<file path="src/rtl/serial_bus_pkg.sv">
// Shared types and constants for the serial_bus arbiter slice.
// Master IDs double as the round-robin pointer encoding.
package serial_bus_pkg;

    typedef enum logic [1:0] {
        IDLE   = 2'd0,
        OWN_M1 = 2'd1,
        OWN_M2 = 2'd2,
        RESUME = 2'd3
    } arb_state_t;

    localparam logic MID_M1 = 1'b0;
    localparam logic MID_M2 = 1'b1;

    localparam int unsigned HOLD_MAX_DEF = 1024;

    typedef struct packed {
        logic m1_bgrant;
        logic m2_bgrant;
        logic m1_ack;
        logic m2_ack;
        logic m1_split;
        logic m2_split;
        logic s3_split_grant;
        logic bus_busy;
        logic hold_timeout;
    } arb_out_t;

    // One-hot request mask bit for a master ID: bit 0 = m1, bit 1 = m2.
    function automatic logic [1:0] mid_mask(input logic id);
        return (id == MID_M2) ? 2'b10 : 2'b01;
    endfunction

endpackage

</file>
<file path="src/rtl/serial_bus_arbiter_if.sv">
// Handshake signals between the serial_bus masters/slave and the arbiter.
// master: the bus agents' view; slave: the arbiter's view.
interface serial_bus_arbiter_if;

    logic m1_breq;
    logic m2_breq;
    logic m1_bgrant;
    logic m2_bgrant;
    logic m1_ack;
    logic m2_ack;
    logic m1_split;
    logic m2_split;
    logic s3_split;
    logic s3_split_ready;
    logic s3_split_grant;
    logic bus_busy;
    logic hold_timeout;

    modport master (
        output m1_breq, m2_breq, s3_split, s3_split_ready,
        input  m1_bgrant, m2_bgrant, m1_ack, m2_ack, m1_split, m2_split,
        input  s3_split_grant, bus_busy, hold_timeout
    );

    modport slave (
        input  m1_breq, m2_breq, s3_split, s3_split_ready,
        output m1_bgrant, m2_bgrant, m1_ack, m2_ack, m1_split, m2_split,
        output s3_split_grant, bus_busy, hold_timeout
    );

endinterface

</file>
<file path="src/rtl/serial_bus_arbiter_arb_pick.sv">
// Combinational winner select between the two masters.
// ARB_ROUND_ROBIN_EN selects round-robin on contention; default is fixed m1-first priority.
module arb_pick
    import serial_bus_pkg::*;
(
    input  logic       req1,
    input  logic       req2,
    input  logic       rr_ptr,
    input  logic [1:0] mask,
    output logic       valid,
    output logic       win_id
);

    logic c1;
    logic c2;

    assign c1    = req1 & ~mask[0];
    assign c2    = req2 & ~mask[1];
    assign valid = c1 | c2;

`ifdef ARB_ROUND_ROBIN_EN
    // rr_ptr names the master that did not win most recently.
    always_comb begin
        win_id = MID_M1;
        if (c1 && c2) win_id = rr_ptr;
        else if (c2)  win_id = MID_M2;
    end
`else
    logic rr_ptr_unused;
    assign rr_ptr_unused = rr_ptr;

    always_comb begin
        win_id = MID_M1;
        if (!c1 && c2) win_id = MID_M2;
    end
`endif

endmodule

</file>
<file path="src/rtl/serial_bus_arbiter.sv">
// Bus ownership FSM for two masters and a split-capable slave, with hold limit.
// Contention policy comes from arb_pick (ARB_ROUND_ROBIN_EN).
module serial_bus_arbiter
    import serial_bus_pkg::*;
#(
    parameter int unsigned HOLD_MAX = HOLD_MAX_DEF,
    parameter int unsigned HOLD_W   = 11
) (
    input  logic                 clk,
    input  logic                 rstn,
    serial_bus_arbiter_if.slave  bus
);

    localparam logic [HOLD_W-1:0] HOLD_LAST = HOLD_W'((HOLD_MAX == 0) ? 0 : HOLD_MAX - 1);

    arb_state_t        state, state_nxt;
    logic              split_pend, split_pend_nxt;
    logic              split_id, split_id_nxt;
    logic              rr_ptr, rr_ptr_nxt;
    logic [HOLD_W-1:0] hold_cnt, hold_cnt_nxt;
    logic              timeout_nxt;
    arb_out_t          out_q, out_d;

    logic              owner_id;
    logic              owner_req;
    logic [1:0]        park_mask;
    logic              other_req;
    logic [1:0]        pick_mask;
    logic              pick_valid;
    logic              pick_id;

    // A master released by the hold limit yields the very next contest if the
    // other master is waiting; rr_ptr is the inverse of the last OWN winner.
    always_comb begin
        park_mask = split_pend ? mid_mask(split_id) : 2'b00;
        other_req = (rr_ptr == MID_M1) ? (bus.m1_breq & ~park_mask[0])
                                       : (bus.m2_breq & ~park_mask[1]);
        pick_mask = park_mask;
        if (out_q.hold_timeout && other_req) pick_mask = park_mask | mid_mask(~rr_ptr);
    end

    arb_pick u_arb_pick (
        .req1   (bus.m1_breq),
        .req2   (bus.m2_breq),
        .rr_ptr (rr_ptr),
        .mask   (pick_mask),
        .valid  (pick_valid),
        .win_id (pick_id)
    );

    assign owner_id  = (state == OWN_M2) ? MID_M2 : MID_M1;
    assign owner_req = (state == OWN_M2) ? bus.m2_breq : bus.m1_breq;

    always_ff @(posedge clk) begin
        if (!rstn) begin
            state      <= IDLE;
            split_pend <= 1'b0;
            split_id   <= MID_M1;
            rr_ptr     <= MID_M1;
            hold_cnt   <= '0;
            out_q      <= '0;
        end else begin
            state      <= state_nxt;
            split_pend <= split_pend_nxt;
            split_id   <= split_id_nxt;
            rr_ptr     <= rr_ptr_nxt;
            hold_cnt   <= hold_cnt_nxt;
            out_q      <= out_d;
        end
    end

    always_comb begin
        state_nxt      = state;
        split_pend_nxt = split_pend;
        split_id_nxt   = split_id;
        rr_ptr_nxt     = rr_ptr;
        timeout_nxt    = 1'b0;
        hold_cnt_nxt   = hold_cnt;

        if (state == IDLE)        hold_cnt_nxt = '0;
        else if (hold_cnt != '1)  hold_cnt_nxt = hold_cnt + 1'b1;

        unique case (state)
            IDLE: begin
                if (split_pend && bus.s3_split_ready) begin
                    state_nxt = RESUME;
                end else if (pick_valid) begin
                    state_nxt  = (pick_id == MID_M1) ? OWN_M1 : OWN_M2;
                    rr_ptr_nxt = ~pick_id;
                end
            end
            OWN_M1, OWN_M2: begin
                if (bus.s3_split && !split_pend) begin
                    state_nxt      = IDLE;
                    split_pend_nxt = 1'b1;
                    split_id_nxt   = owner_id;
                end else if (!owner_req) begin
                    state_nxt = IDLE;
                end else if (HOLD_MAX != 0 && hold_cnt == HOLD_LAST) begin
                    state_nxt   = IDLE;
                    timeout_nxt = 1'b1;
                end
            end
            RESUME: begin
                if (!bus.s3_split_ready) begin
                    state_nxt      = IDLE;
                    split_pend_nxt = 1'b0;
                end
            end
            default: state_nxt = IDLE;
        endcase
    end

    always_comb begin
        out_d                = '0;
        out_d.m1_bgrant      = (state_nxt == OWN_M1) ||
                               (state_nxt == RESUME && split_id_nxt == MID_M1);
        out_d.m2_bgrant      = (state_nxt == OWN_M2) ||
                               (state_nxt == RESUME && split_id_nxt == MID_M2);
        out_d.m1_ack         = (state_nxt == OWN_M1) && (state == IDLE);
        out_d.m2_ack         = (state_nxt == OWN_M2) && (state == IDLE);
        out_d.m1_split       = split_pend_nxt && (split_id_nxt == MID_M1);
        out_d.m2_split       = split_pend_nxt && (split_id_nxt == MID_M2);
        out_d.s3_split_grant = (state_nxt == RESUME);
        out_d.bus_busy       = (state_nxt != IDLE);
        out_d.hold_timeout   = timeout_nxt;
    end

    assign bus.m1_bgrant      = out_q.m1_bgrant;
    assign bus.m2_bgrant      = out_q.m2_bgrant;
    assign bus.m1_ack         = out_q.m1_ack;
    assign bus.m2_ack         = out_q.m2_ack;
    assign bus.m1_split       = out_q.m1_split;
    assign bus.m2_split       = out_q.m2_split;
    assign bus.s3_split_grant = out_q.s3_split_grant;
    assign bus.bus_busy       = out_q.bus_busy;
    assign bus.hold_timeout   = out_q.hold_timeout;

endmodule

</file>
<file path="src/flat_wrapper.sv">
// flat-port wrapper written by rule: the top's interface ports become plain ports
module serial_bus_arbiter_flat import serial_bus_pkg::*;
#(
    parameter int unsigned HOLD_MAX = HOLD_MAX_DEF,
    parameter int unsigned HOLD_W   = 11
)
  (clk, rstn, bus_m1_breq, bus_m2_breq, bus_s3_split, bus_s3_split_ready, bus_m1_bgrant, bus_m2_bgrant, bus_m1_ack, bus_m2_ack, bus_m1_split, bus_m2_split, bus_s3_split_grant, bus_bus_busy, bus_hold_timeout);
  serial_bus_arbiter_if bus_i ();
  input  logic clk;
  input  logic rstn;
  input wire logic [$bits(bus_i.m1_breq)-1:0] bus_m1_breq;
  input wire logic [$bits(bus_i.m2_breq)-1:0] bus_m2_breq;
  input wire logic [$bits(bus_i.s3_split)-1:0] bus_s3_split;
  input wire logic [$bits(bus_i.s3_split_ready)-1:0] bus_s3_split_ready;
  output wire logic [$bits(bus_i.m1_bgrant)-1:0] bus_m1_bgrant;
  output wire logic [$bits(bus_i.m2_bgrant)-1:0] bus_m2_bgrant;
  output wire logic [$bits(bus_i.m1_ack)-1:0] bus_m1_ack;
  output wire logic [$bits(bus_i.m2_ack)-1:0] bus_m2_ack;
  output wire logic [$bits(bus_i.m1_split)-1:0] bus_m1_split;
  output wire logic [$bits(bus_i.m2_split)-1:0] bus_m2_split;
  output wire logic [$bits(bus_i.s3_split_grant)-1:0] bus_s3_split_grant;
  output wire logic [$bits(bus_i.bus_busy)-1:0] bus_bus_busy;
  output wire logic [$bits(bus_i.hold_timeout)-1:0] bus_hold_timeout;
  assign bus_i.m1_breq = bus_m1_breq;
  assign bus_i.m2_breq = bus_m2_breq;
  assign bus_i.s3_split = bus_s3_split;
  assign bus_i.s3_split_ready = bus_s3_split_ready;
  assign bus_m1_bgrant = bus_i.m1_bgrant;
  assign bus_m2_bgrant = bus_i.m2_bgrant;
  assign bus_m1_ack = bus_i.m1_ack;
  assign bus_m2_ack = bus_i.m2_ack;
  assign bus_m1_split = bus_i.m1_split;
  assign bus_m2_split = bus_i.m2_split;
  assign bus_s3_split_grant = bus_i.s3_split_grant;
  assign bus_bus_busy = bus_i.bus_busy;
  assign bus_hold_timeout = bus_i.hold_timeout;
  serial_bus_arbiter #(.HOLD_MAX(HOLD_MAX), .HOLD_W(HOLD_W)) u_core (.clk(clk), .rstn(rstn), .bus(bus_i));
endmodule
</file>
<file path="config.mk">
export PLATFORM = sky130hd
export DESIGN_NAME = serial_bus_arbiter_flat
export DESIGN_NICKNAME = d
export VERILOG_FILES = /design/src/rtl/serial_bus_pkg.sv /design/src/rtl/serial_bus_arbiter_if.sv /design/src/rtl/serial_bus_arbiter_arb_pick.sv /design/src/rtl/serial_bus_arbiter.sv /design/src/flat_wrapper.sv
export SDC_FILE = /design/constraint.sdc
export NUM_CORES = 1
export LEC_CHECK = 0
export BUFFER_PORTS_ARGS = -buffer_cell sky130_fd_sc_hd__buf_4
export CAP_MARGIN = 0
export CORE_MARGIN = 10
export CORE_UTILIZATION = 29
export CTS_BUF_LIST = sky130_fd_sc_hd__clkbuf_4 sky130_fd_sc_hd__clkbuf_8
export DETAILED_ROUTE_END_ITERATION = 8
export SYNTH_ARGS = -nofsm -noshare
export SYNTH_HDL_FRONTEND = slang
export SYNTH_SLANG_ARGS = --single-unit
</file>
<file path="constraint.sdc">
create_clock -name clk -period 3.2 [get_ports clk]
set_clock_uncertainty 0.2 [all_clocks]
set_input_delay 0.48 -clock clk [delete_from_list [all_inputs] [get_ports clk]]
set_output_delay 0.48 -clock clk [all_outputs]
set_load 0.03 [all_outputs]
</file>
==> qor.log <==
[global_routing] pin count of the biggest net entering global routing 15
[die] Site Rows 23
[layout] Util after Layout 35.2%
[power_and_ir_drop] Flop pwr share 37.0%
[power_and_ir_drop] P_int 673 uW
[logic_synthesis] total standard cell area after synthesis 0.00121 mm^2
[layout] ant diodes 0
[setup_path] CP max stage cell a2111oi_2
[layout] non-filler cells in the finished layout 195
[drt] drt pass-1 iters 4
[clocking] CTS Hold Buffers Added 0
[power_and_ir_drop] relative contribution of the clock network to total power 16.4%
[worst_hold_path] class of the worst hold path in2reg
[die] horizontal die dimension 84.6 um
[setup_path] cell class contributing the biggest share of worst-path delay compound AO/OA/AOI/OAI gates
[global_routing] vias in the first global route 966
[layout] leading cell type in the layout, fill and taps excluded dfxtp_1
[timing] measured slew at the worst slew-check pin 0.473 ns
[clocking] level count of the clock H-tree 1
[layout] post-layout net count 156
[timing] final hold violations 0
[power_and_ir_drop] Peak supply drop 0.000244 V
[logic_synthesis] synthesized instance count 129
[drt] aggregate routed wire length 2690 um
[drt] post-detailed-route count of antenna-violating nets 0
[timing] worst-case headroom to the max-slew limit 68.4%
[timing] final setup violation count 0
[power_and_ir_drop] cell area power density 802 mW/mm^2
[setup_path] flop2flop setup slack 1.03 ns
[timing] portion of the clock cycle consumed by the worst path in the final layout 67.7%
[placed_design] cell count after placement 191
[placed_design] placer's final routability congestion estimate 0.871
[drt] detailed-route wire length per cell 13.8 um
[clocking] worst-case clock buffer depth 2
[layout] ratio of cells with drive above 1 in the final layout 20.0%
[timing] Setup WS post-layout 1.03 ns
[timing] highest clock rate 462 MHz
[power_and_ir_drop] leakage 0.000536 uW
[setup_path] maximum cell stage delay along the critical path 0.39 ns
[global_routing] aggregate global-route resource usage 7.53%
[logic_synthesis] FF+latch count, synth 25
[clocking] clock tree from TritonCTS yes
[logic_synthesis] mean area per synthesized cell 9.39 um^2
[power_and_ir_drop] switching share of power 40.8%
[setup_path] path type of the worst setup path reg2reg
[placed_design] detailed placement HPWL 2080 um
[clocking] clock tree root buffer cell clkbuf_8
[timing] final-report max-slew violation count 0
[die] core region area 0.00403 mm^2
[global_routing] wire length of the first global-routing pass 4530 um
[setup_path] Setup crit start kind register
[global_routing] GRT Residual Overflow 0
[setup_path] Required @ worst endpoint 3.16 ns
[die] die outline area 0.00716 mm^2
[drt] total number of vias 1018
[timing] Tmin final 2.17 ns
[layout] top library cells by usage in the layout, fill and taps aside dfxtp_1, buf_4, nor2_1
[setup_path] worst-path fanout max 8
[power_and_ir_drop] Combinational Power Share 46.7%
[logic_synthesis] yosys synthesis warning count 0
[setup_path] Arr. time, crit path 2.12 ns
[logic_synthesis] share of flip-flops with an asynchronous set or reset after synthesis 0%
[drt] drc violations 0
[die] height of the chip 84.6 um
[clocking] post-CTS setup-driven buffer insertion count 0
[drt] Iter 0 DRT Violations 87
[logic_synthesis] number of enable flip-flop cells after synthesis 0
[logic_synthesis] predominant post-synthesis flop cell dfxtp_1
[outcome] status finished, final reports clean
[logic_synthesis] Yosys cell types 43
[clocking] number of clock buffers inserted by TritonCTS 3
[setup_path] CP endpoint kind register
[logic_synthesis] sequential fraction of the synthesis area 41.3%
[clocking] number of resized instances in the post-cts repair step 0
[timing] post-route worst hold slack 0.293 ns
[clocking] clock transition at the register clock pins on the worst setup and hold paths after CTS 0.09 ns
[die] effective utilization at floorplan 30.1%
[global_routing] initial antenna violation count 0
[power_and_ir_drop] Net Switching 464 uW
[setup_path] critical path, cell by cell inv_1 -> ha_1 -> a21bo_2 -> a221oi_2 -> nor3_1 -> a2111oi_2
[timing] TNS Setup 0 ns
[timing] RSZ-0062 raised after global routing no
[drt] DR vias/cell 5.22
[setup_path] count of buffer and inverter cells on the critical path 1
[layout] synthesis-to-finish area growth 17.0%
[logic_synthesis] synthesized netlist net count 139
[clocking] clock latency at the later pin of the worst-skew pair 0.26 ns
[placed_design] IO buf count 14
[placed_design] Setup WS pre-CTS 1.04 ns
[clocking] TritonCTS Sinks 25
[run] max cap viols 0
[die] top-level I/O count 15
state kept, by name, summed over array words and instances (netlist names):
name and count:
u_core.bus.m1_bgrant 1, u_core.bus.m1_split 1, u_core.bus.m2_split 1, u_core.bus.hold_timeout 1, u_core.bus.s3_split_grant 1, u_core.rr_ptr 1
u_core.bus.m2_bgrant 1, u_core.bus.m2_ack 1, u_core.bus.m1_ack 1, u_core.split_pend 1, u_core.hold_cnt 11, u_core.state 2
u_core.split_id 1, u_core.bus.bus_busy 1
synthesized netlist by cell type (all sizes together), types with 2 or more instances:
cell type,n,area (um^2)
xnor2,4,35.0
nor3,7,40.0
a31oi,3,18.8
nand2,6,22.5
xor2,3,26.3
clkbuf,2,7.51
a21bo,2,20.0
a31o,2,17.5
ha,4,50.1
nand2b,4,25.0
nor2,11,41.3
a21oi,7,35.0
a21boi,2,15.0
dfxtp,25,500
nor4,2,27.5
mux2,2,22.5
nand4,2,18.8
o31ai,2,15.0
o21ai,2,10.0
a211oi,2,15.0
nand3,7,35.0
o31a,2,17.5
mux2i,2,20.0
and2,5,31.3
inv,5,18.8
worst reg2reg max path: stages (launching register included):
cell	delay, ns
dfxtp_1	0.35
inv_1	0.13
ha_1	0.31
a21bo_2	0.30
a221oi_2	0.26
nor3_1	0.12
a2111oi_2	0.39
path summary, 6_finish.rpt:
check                     start              endpoint  depth (start not counted)
max             u_core.state[0]  u_core.bus.m2_bgrant                          6
min                        rstn     u_core.bus.m2_ack                          3
max reg2reg     u_core.state[0]  u_core.bus.m2_bgrant                          6
min reg2reg  u_core.hold_cnt[1]    u_core.hold_cnt[1]                          2
stage by stage:
| step | area [um^2] | power (uW) |
|---|---|---|
| finish | 1420 | 1140 |
| global route | 1420 | 1210 |
| CTS | 1420 | 1140 |
| detailed placement | 1370 | 956 |
| global placement | 1370 | 941 |
| floorplan | 1210 | 810 |
logic make-up (layout without fill, tap and decap cells):
kind of cell               Yosys count  count (layout)  share of synthesized area [%]
muxes                                4               4                           3.51
and+or+nand+nor                     50              50                           23.7
xor gates and xnor gates             7               7                           5.06
adders and majority gates            4               4                           4.13
buffers and inverters                7              23                           2.17
AOI/OAI and AO/OA                   32              32                           20.1
DFF                                 25              25                           41.3
layer usage:
metal,up-vias,wire length [um],global-route usage [%],part of all wire [%]
met4,0,36,3.14,1.3
met1,488,1320,9.88,49
met3,2,113,2.13,4.2
met5,-,0,0,0
met2,18,1220,11.2,45
li1,510,-,-,-
power by group through the flow:
stage / registers, uW / logic (uW) / clock network [uW]
6_report: 420 / 531 / 186
5_1_grt: 428 / 580 / 205
4_1_cts: 421 / 529 / 189
3_5_place_dp: 428 / 528 / 0
3_3_place_gp: 427 / 514 / 0
2_1_floorplan: 491 / 319 / 0
cell type report:
| type | instances | area [um^2] |
|---|---|---|
| well taps | 50 | 62.6 |
| clock buffers | 3 | 41.3 |
| fillers | 427 | 2610 |
| repair buffers | 14 | 105 |
| multi-input cells | 97 | 684 |
| flip-flops and latches | 25 | 500 |
| clock inverters | 1 | 5.00 |
| inverters | 5 | 18.8 |
Note: power is estimated with default switching activity, not from simulation.
